**src/rtl/serial_alu_if.sv**
```systemverilog
// Serial ALU port bundle: the operand/opcode stream in, the result stream and flags out.
// Handshake: start is taken only while busy=0; bits 1..XLEN-1 follow on consecutive clocks with no stall.
interface serial_alu_if;
  logic       start;
  logic [2:0] op;
  logic       a_bit;
  logic       b_bit;
  logic       busy;
  logic       res_bit;
  logic       res_valid;
  logic       slt;
  logic       done;
  logic       run_dbg;

  modport master (
    output start, op, a_bit, b_bit,
    input  busy, res_bit, res_valid, slt, done, run_dbg
  );

  modport slave (
    input  start, op, a_bit, b_bit,
    output busy, res_bit, res_valid, slt, done, run_dbg
  );
endinterface

```
**src/rtl/serial_alu.sv**
```systemverilog
// Bit-serial ALU: one operand bit per clock, LSB first, registered result stream,
// set-less-than flag produced at the MSB of subtract-type passes.
module serial_alu #(
  parameter int XLEN = 32
) (
  input  logic         clk,
  input  logic         rst,
  serial_alu_if.slave  bus
);

  localparam int IW = (XLEN > 2) ? $clog2(XLEN) : 1;
  localparam logic [IW-1:0] LAST = IW'(XLEN - 1);

  typedef enum logic {IDLE, RUN} state_t;

  state_t        state, state_nx;
  logic [IW-1:0] idx;
  logic [2:0]    op_q;
  logic          carry_q;
  logic          res_q, valid_q, done_q, slt_q;

  logic       accept, is_last, active, sub_op;
  logic [2:0] cur_op;
  logic       b_eff, cin, sum, cout, r_bit;

  always_ff @(posedge clk) begin
    if (rst) state <= IDLE;
    else     state <= state_nx;
  end

  always_comb begin
    state_nx = state;
    accept   = 1'b0;
    is_last  = 1'b0;
    case (state)
      IDLE: if (bus.start) begin
        accept   = 1'b1;
        state_nx = RUN;
      end
      RUN: if (idx == LAST) begin
        is_last  = 1'b1;
        state_nx = IDLE;
      end
      default: state_nx = IDLE;
    endcase
  end

  // Bit 0 is processed in the accept cycle, so the opcode and carry-in come
  // straight from the inputs there rather than from the latched copies.
  always_comb begin
    cur_op = accept ? bus.op : op_q;
    active = accept || (state == RUN);
    sub_op = (cur_op == 3'b001) || (cur_op == 3'b010) || (cur_op == 3'b011);
    b_eff  = bus.b_bit ^ sub_op;
    cin    = accept ? sub_op : carry_q;
    sum    = bus.a_bit ^ b_eff ^ cin;
    cout   = (bus.a_bit & b_eff) | (bus.a_bit & cin) | (b_eff & cin);
    case (cur_op)
      3'b000, 3'b001, 3'b010, 3'b011: r_bit = sum;
      3'b100:  r_bit = bus.a_bit ^ bus.b_bit;
      3'b110:  r_bit = bus.a_bit | bus.b_bit;
      3'b111:  r_bit = bus.a_bit & bus.b_bit;
      default: r_bit = 1'b0;
    endcase
  end

  always_ff @(posedge clk) begin
    if (rst) begin
      idx     <= '0;
      op_q    <= 3'b000;
      carry_q <= 1'b0;
      res_q   <= 1'b0;
      valid_q <= 1'b0;
      done_q  <= 1'b0;
      slt_q   <= 1'b0;
    end else begin
      valid_q <= active;
      res_q   <= active & r_bit;
      done_q  <= is_last;
      if (active) carry_q <= cout;
      if (accept) begin
        op_q <= bus.op;
        idx  <= IW'(1);
      end else if (state == RUN) begin
        idx <= is_last ? '0 : idx + IW'(1);
      end
      // Signed compare: differing signs decide directly, otherwise the difference sign does.
      if (is_last) begin
        case (op_q)
          3'b001, 3'b010: slt_q <= (bus.a_bit != bus.b_bit) ? bus.a_bit : sum;
          3'b011:         slt_q <= ~cout;
          default:        slt_q <= slt_q;
        endcase
      end
    end
  end

  assign bus.busy      = (state == RUN);
  assign bus.run_dbg   = (state == RUN);
  assign bus.res_bit   = res_q;
  assign bus.res_valid = valid_q;
  assign bus.done      = done_q;
  assign bus.slt       = slt_q;

endmodule

```
**src/flat_wrapper.sv**
```systemverilog
// flat-port wrapper written by rule: the top's interface ports become plain ports
module serial_alu_flat 
#(
  parameter int XLEN = 32
)
  (clk, rst, bus_start, bus_op, bus_a_bit, bus_b_bit, bus_busy, bus_res_bit, bus_res_valid, bus_slt, bus_done, bus_run_dbg);
  serial_alu_if bus_i ();
  input  logic clk;
  input  logic rst;
  input wire logic [$bits(bus_i.start)-1:0] bus_start;
  input wire logic [$bits(bus_i.op)-1:0] bus_op;
  input wire logic [$bits(bus_i.a_bit)-1:0] bus_a_bit;
  input wire logic [$bits(bus_i.b_bit)-1:0] bus_b_bit;
  output wire logic [$bits(bus_i.busy)-1:0] bus_busy;
  output wire logic [$bits(bus_i.res_bit)-1:0] bus_res_bit;
  output wire logic [$bits(bus_i.res_valid)-1:0] bus_res_valid;
  output wire logic [$bits(bus_i.slt)-1:0] bus_slt;
  output wire logic [$bits(bus_i.done)-1:0] bus_done;
  output wire logic [$bits(bus_i.run_dbg)-1:0] bus_run_dbg;
  assign bus_i.start = bus_start;
  assign bus_i.op = bus_op;
  assign bus_i.a_bit = bus_a_bit;
  assign bus_i.b_bit = bus_b_bit;
  assign bus_busy = bus_i.busy;
  assign bus_res_bit = bus_i.res_bit;
  assign bus_res_valid = bus_i.res_valid;
  assign bus_slt = bus_i.slt;
  assign bus_done = bus_i.done;
  assign bus_run_dbg = bus_i.run_dbg;
  serial_alu #(.XLEN(XLEN)) u_core (.clk(clk), .rst(rst), .bus(bus_i));
endmodule
```
**config.mk**
```make
export PLATFORM = sky130hd
export DESIGN_NAME = serial_alu_flat
export DESIGN_NICKNAME = d
export VERILOG_FILES = /design/src/rtl/serial_alu_if.sv /design/src/rtl/serial_alu.sv /design/src/flat_wrapper.sv
export SDC_FILE = /design/constraint.sdc
export NUM_CORES = 1
export LEC_CHECK = 0
export ABC_AREA = 1
export ABC_CLOCK_PERIOD_IN_PS = 2250
export CAP_MARGIN = 20
export CORE_MARGIN = 2
export CORE_UTILIZATION = 43
export DETAILED_ROUTE_END_ITERATION = 10
export GPL_TIMING_DRIVEN = 0
export PLACE_DENSITY = 0.77
export RECOVER_POWER = 100
export SETUP_SLACK_MARGIN = 0.02
export SLEW_MARGIN = 5
export SYNTH_ARGS = -nofsm -noshare
export SYNTH_HDL_FRONTEND = slang
export SYNTH_SLANG_ARGS = --single-unit
```
**constraint.sdc**
```tcl
create_clock -name clk -period 2.25 [get_ports clk]
set_input_delay 0.3375 -clock clk [delete_from_list [all_inputs] [get_ports clk]]
set_output_delay 0.3375 -clock clk [all_outputs]
set_load 0.02 [all_outputs]
```
== Word level (Yosys, flattened, before mapping) ==
Cells that the tools add are included.
Storage, ports and cells
  register bits: 14
  bits of input ports: 8
  logic and storage cells: 59
Operators by class
  add/sub/neg operators: 1
  eq/ne operators: 11
  multiplexer cells: 14
  bitwise gates (word level): 14
  reductions and logical operators: 10
Operators with widths (number)
  equality test 3 x 2 -> 1 bit (second input constant): 4
  equality test 3 bit (second input constant): 3
  two-way mux 1 bit: 9
  equality test 3 x 1 -> 1 bit (second input constant): 2
  adder 5 x 1 -> 5 bit (second input constant): 1
  AND 1 bit: 5
  equality test 5 bit (second input constant): 1
  two-way mux 5 bit: 1
  one-hot mux 1 bit (2 select lines): 2
  one-hot mux 1 bit (4 select lines): 1
  nonzero test 2 bit: 2
  OR reduction 2 bit: 2
  OR reduction 4 bit: 1
  XOR 1 bit: 4
  zero test 3 bit: 1
  logical OR 1 bit: 3
  two-way mux 3 bit: 1
  bitwise OR 1 bit: 3
  NOT 1 bit: 2
  AND reduction 2 bit: 1
  != test 1 bit: 1

== Longest topological paths before layout ==
  word-level depth: 12
  depth in mapped cells: 12
  mapped depth without buffers: 12

== Least setup slack after synthesis ==
No wires, ideal clock.
  path kind: register -> register
  start: reg u_core.state (netlist: u_core.bus.busy)
  end: reg u_core.slt_q (netlist: u_core.bus.slt)
  setup time: 132 ps
  arrival time: 1943 ps
  data required time: 2118 ps
  path slack: 174 ps
  stages on the path, launching flop included: 13
  buffers on the path: 0
  clock period less this slack: 2076 ps
  cells stage by stage: dfxtp_1 inv_2 nand2_4 nand2_1 nand2_2 nand2_1 nand2_2 xor2_1 fa_1 nand2_1 nand3_1 o211ai_1 a21oi_1
Between the ends
  word-level cells in the longest chain between the ends: 11
  elaborated cells between the ends (all ways): 21
RTL lines
  start, declared: RTL line serial_alu.sv:16  | state_t state, state_nx;
  start signal, assigned: RTL line serial_alu.sv:28  | else state <= state_nx;
  two-way mux 1 bit: RTL line serial_alu.sv:35  | case (state)
  two-way mux 3 bit
  equality test 3 x 1 -> 1 bit or equality test 3 x 2 -> 1 bit (tied branches): RTL line serial_alu.sv:53  | sub_op = (cur_op == 3'b001) || (cur_op == 3'b010) || (cur_op == 3'b011);
  logical OR 1 bit (2 in series): RTL line serial_alu.sv:53
  XOR 1 bit or two-way mux 1 bit (tied branches): RTL line serial_alu.sv:54, serial_alu.sv:55
  AND 1 bit: RTL line serial_alu.sv:57  | cout = (bus.a_bit & b_eff) | (bus.a_bit & cin) | (b_eff & cin);
  bitwise OR 1 bit (2 in series): RTL line serial_alu.sv:57
  NOT 1 bit: RTL line serial_alu.sv:91  | 3'b011: slt_q <= ~cout;
  one-hot mux 1 bit (2 select lines): RTL line serial_alu.sv:89  | case (op_q)
  end signal, assigned: RTL line serial_alu.sv:90  | 3'b001, 3'b010: slt_q <= (bus.a_bit != bus.b_bit) ? bus.a_bit : sum;
  end signal, assigned: RTL line serial_alu.sv:91
  end signal, assigned: RTL line serial_alu.sv:92  | default: slt_q <= slt_q;
  end, declared: RTL line serial_alu.sv:20  | logic res_q, valid_q, done_q, slt_q;
Several ways; a longest one is shown, not always the timed one.
A chain may end at the register's enable or synchronous reset.

== Worst setup path after layout ==
Same ends and word-level chain as after synthesis.

==> reports/metrics.cfg <==
[clock_network]
clockBufferDepth = 2
cts_tree = yes
cts.sinks = 14
cts-root-buf = clkbuf_4
path_clk_slew_ps = 90
ctsHoldBuffers = 0
cts_buffers = 3
h-tree-depth = 1
clkLatencyLatePin_ps = 280

[global_routing]
grt_pass1_vias = 571
grt_overflow = 0
grt_max_degree = 11
grt_use_total = 0.147
grt_pass1_wl_mm = 2.24
antenna_found_initial = 0

[routing]
route.detailed.drc = 0
postRouteAntennaNets = 0
routed-wl-met3_um = 40
vias_per_cell = 4.84
wl_per_cell_um = 9.82
m1WireLength_um = 581
wl_met2_um = 714
drt_iter0_drc = 9
num_vias = 658
drt_wl_total_mm = 1.34
dr.pass1.iters = 5
top_layer = met3

[yosys]
synthTopCellsByCount = 17 x inv_1, 17 x nand2_1, 17 x nor2_1
synth-seq-cells = 14
syn_nets = 116
netlist_area_um2 = 743
synth_area_leaders = dfxtp_1 38%, inv_1 8.6%, nand2_1 8.6%
synth-simple-area-share = 0.295
yosysTopAreaCellShare = 0.377
synth.yosys.seq_area_share = 0.377
synth_top_family_by_area = simple AND/OR/NAND/NOR gates
synthFlopType = dfxtp_1
yosys_warnings = 0
netlist_instances = 103
synth-adder-area-share = 0.0943
synth-xor-area-share = 0.0236
synth_edf_count = 0
muxShareOfSynthArea = 0
synth.distinct_cells = 22
ys_async_sr_fraction = 0
syn_area_per_cell_um2 = 7.22
synth_largest_area_cell = dfxtp_1
synth_compound_area_frac = 0.0993

[timing]
holdWs_ps = 428
skew_ps = 1.98
finalHoldViolations = 0
relSlewSlack = 0.718
finalMaxSlewViolations = 0
period_needed_ps = 2020
worst_pin_slew_ps = 423
finalCritPeriodShare = 0.898
setup_viol = 0
rsz0062_at_grt = false
fmax_ghz = 0.495

[worst_hold_path]
hold_class = input pin to flop

[floorplanning]
dieWidth_um = 45.6
core_um2 = 1670
fp-row-count = 15
dieArea_um2 = 2080
die_h_um = 45.6
ioPinCount = 14
start_util = 0.445

[layout]
final_nets = 133
fin_cells = 136
insertedDiodeCount = 0
syn2layout_area_growth_pct = 24.1
drive_gt1_frac = 0.101
fill_cells = 160

[critical_path]
cp-end-kind = flop
worstPathRequired_ps = 2410
critPathArrivalTime_ps = 2180
path_max_fanout = 9
worst_setup_path_start_kind = flop
crit_type = flop to flop

[power]
vdd_drop_max_uv = 390
power.leakage_nw = 0.455
fin_total_pwr_mw = 0.575
p_per_area_nw_per_um2 = 624

[placed_design]
port_buffers = 12
dp.cells = 132
gp_congestion = 0.817
dp_hpwl_mm = 1.07

[job]
drv_cap = 0

[outcome]
status = complete, no violations

[power breakdown]
group | total [mW] | internal [mW] | switching [mW]
combinational | 0.119 | 0.0510 | 0.0685
clock | 0.184 | 0.0984 | 0.0858
sequential | 0.271 | 0.262 | 0.00995
total | 0.575 | 0.411 | 0.164
[path summary, 6_finish.rpt]
path	start	end	slack (ps)	cells after the start
worst max register to register	u_core.bus.busy	u_core.bus.slt	230	11
worst min-delay path	rst	u_core.op_q[2]	430	2
worst min register to register	u_core.idx[4]	u_core.idx[4]	480	2
worst max-delay path	u_core.bus.busy	u_core.bus.slt	230	11
[critical path, cell delays in order, from the launching register on]
cell,delay (ps)
dfxtp_4,380
inv_2,110
nand3_1,130
nand2_1,130
nand2_1,60
nand2_1,80
xor2_1,210
fa_1,460
nand2_1,80
nand3_1,70
o211ai_1,100
a21oi_1,80
[per-layer routing]
| metal | up-vias | GRT usage |
|---|---|---|
| met5 | - | 0 |
| met4 | 0 | 0.0353 |
| met3 | 0 | 0.0476 |
| met2 | 13 | 0.259 |
| met1 | 291 | 0.171 |
| li1 | 354 | - |
[stage by stage]
stage	instance area [um^2]	util	worst slack, ps	setup TNS (ps)
after floorplan	743	-	174	0
after global placement	885	0.530	-176	-208
after detailed placement	885	0.530	-225	-279
after CTS	921	0.551	83.4	0
after global routing	922	0.552	44.6	0
final	922	0.552	230	0
[logic make-up (layout without fill, tap and decap cells)]
group | count (synthesis) | in the layout
AOI/OAI and AO/OA | 11 | 11
xor gates and xnor gates | 2 | 2
adders and majority gates | 5 | 5
buffers and inverters | 21 | 37
DFF | 14 | 14
and+or+nand+nor | 50 | 50
[registers in the layout, summed over array words and instances, names as in the netlist]
register	cells
u_core.idx	5
u_core.op_q	3
u_core.bus.busy	1
u_core.bus.done	1
u_core.bus.res_bit	1
u_core.bus.res_valid	1
u_core.bus.slt	1
u_core.carry_q	1
[what timing repair did]
action,CTS,global route
buffers inserted,0,0
resized for setup,0,3
endpoints found under the setup margin,0,1
[placed cells by master, fill, tap and decap left out, types with 3 or more instances in the layout]
master,synthesis,layout
ha_1,4,4
nor2_1,17,17
clkbuf_4,0,3
inv_1,17,17
nand2_1,17,19
a21oi_1,3,3
nand3_1,7,7
clkdlybuf4s50_1,0,5
nor3_1,4,4
dlygate4sd3_1,0,6
dfxtp_1,14,13
[final cells by class]
cell class                      instances  area, um^2  area share
Multi-Input combinational cell         68         375       0.407
Sequential cell                        14         284       0.308
Timing Repair Buffer                   12         123       0.133
Inverter                               19        71.3      0.0773
Clock buffer                            4        36.3      0.0393
Tap cell                               17        21.3      0.0231
Buffer                                  2        11.3      0.0122
Note: power is estimated with default switching activity, not from simulation.
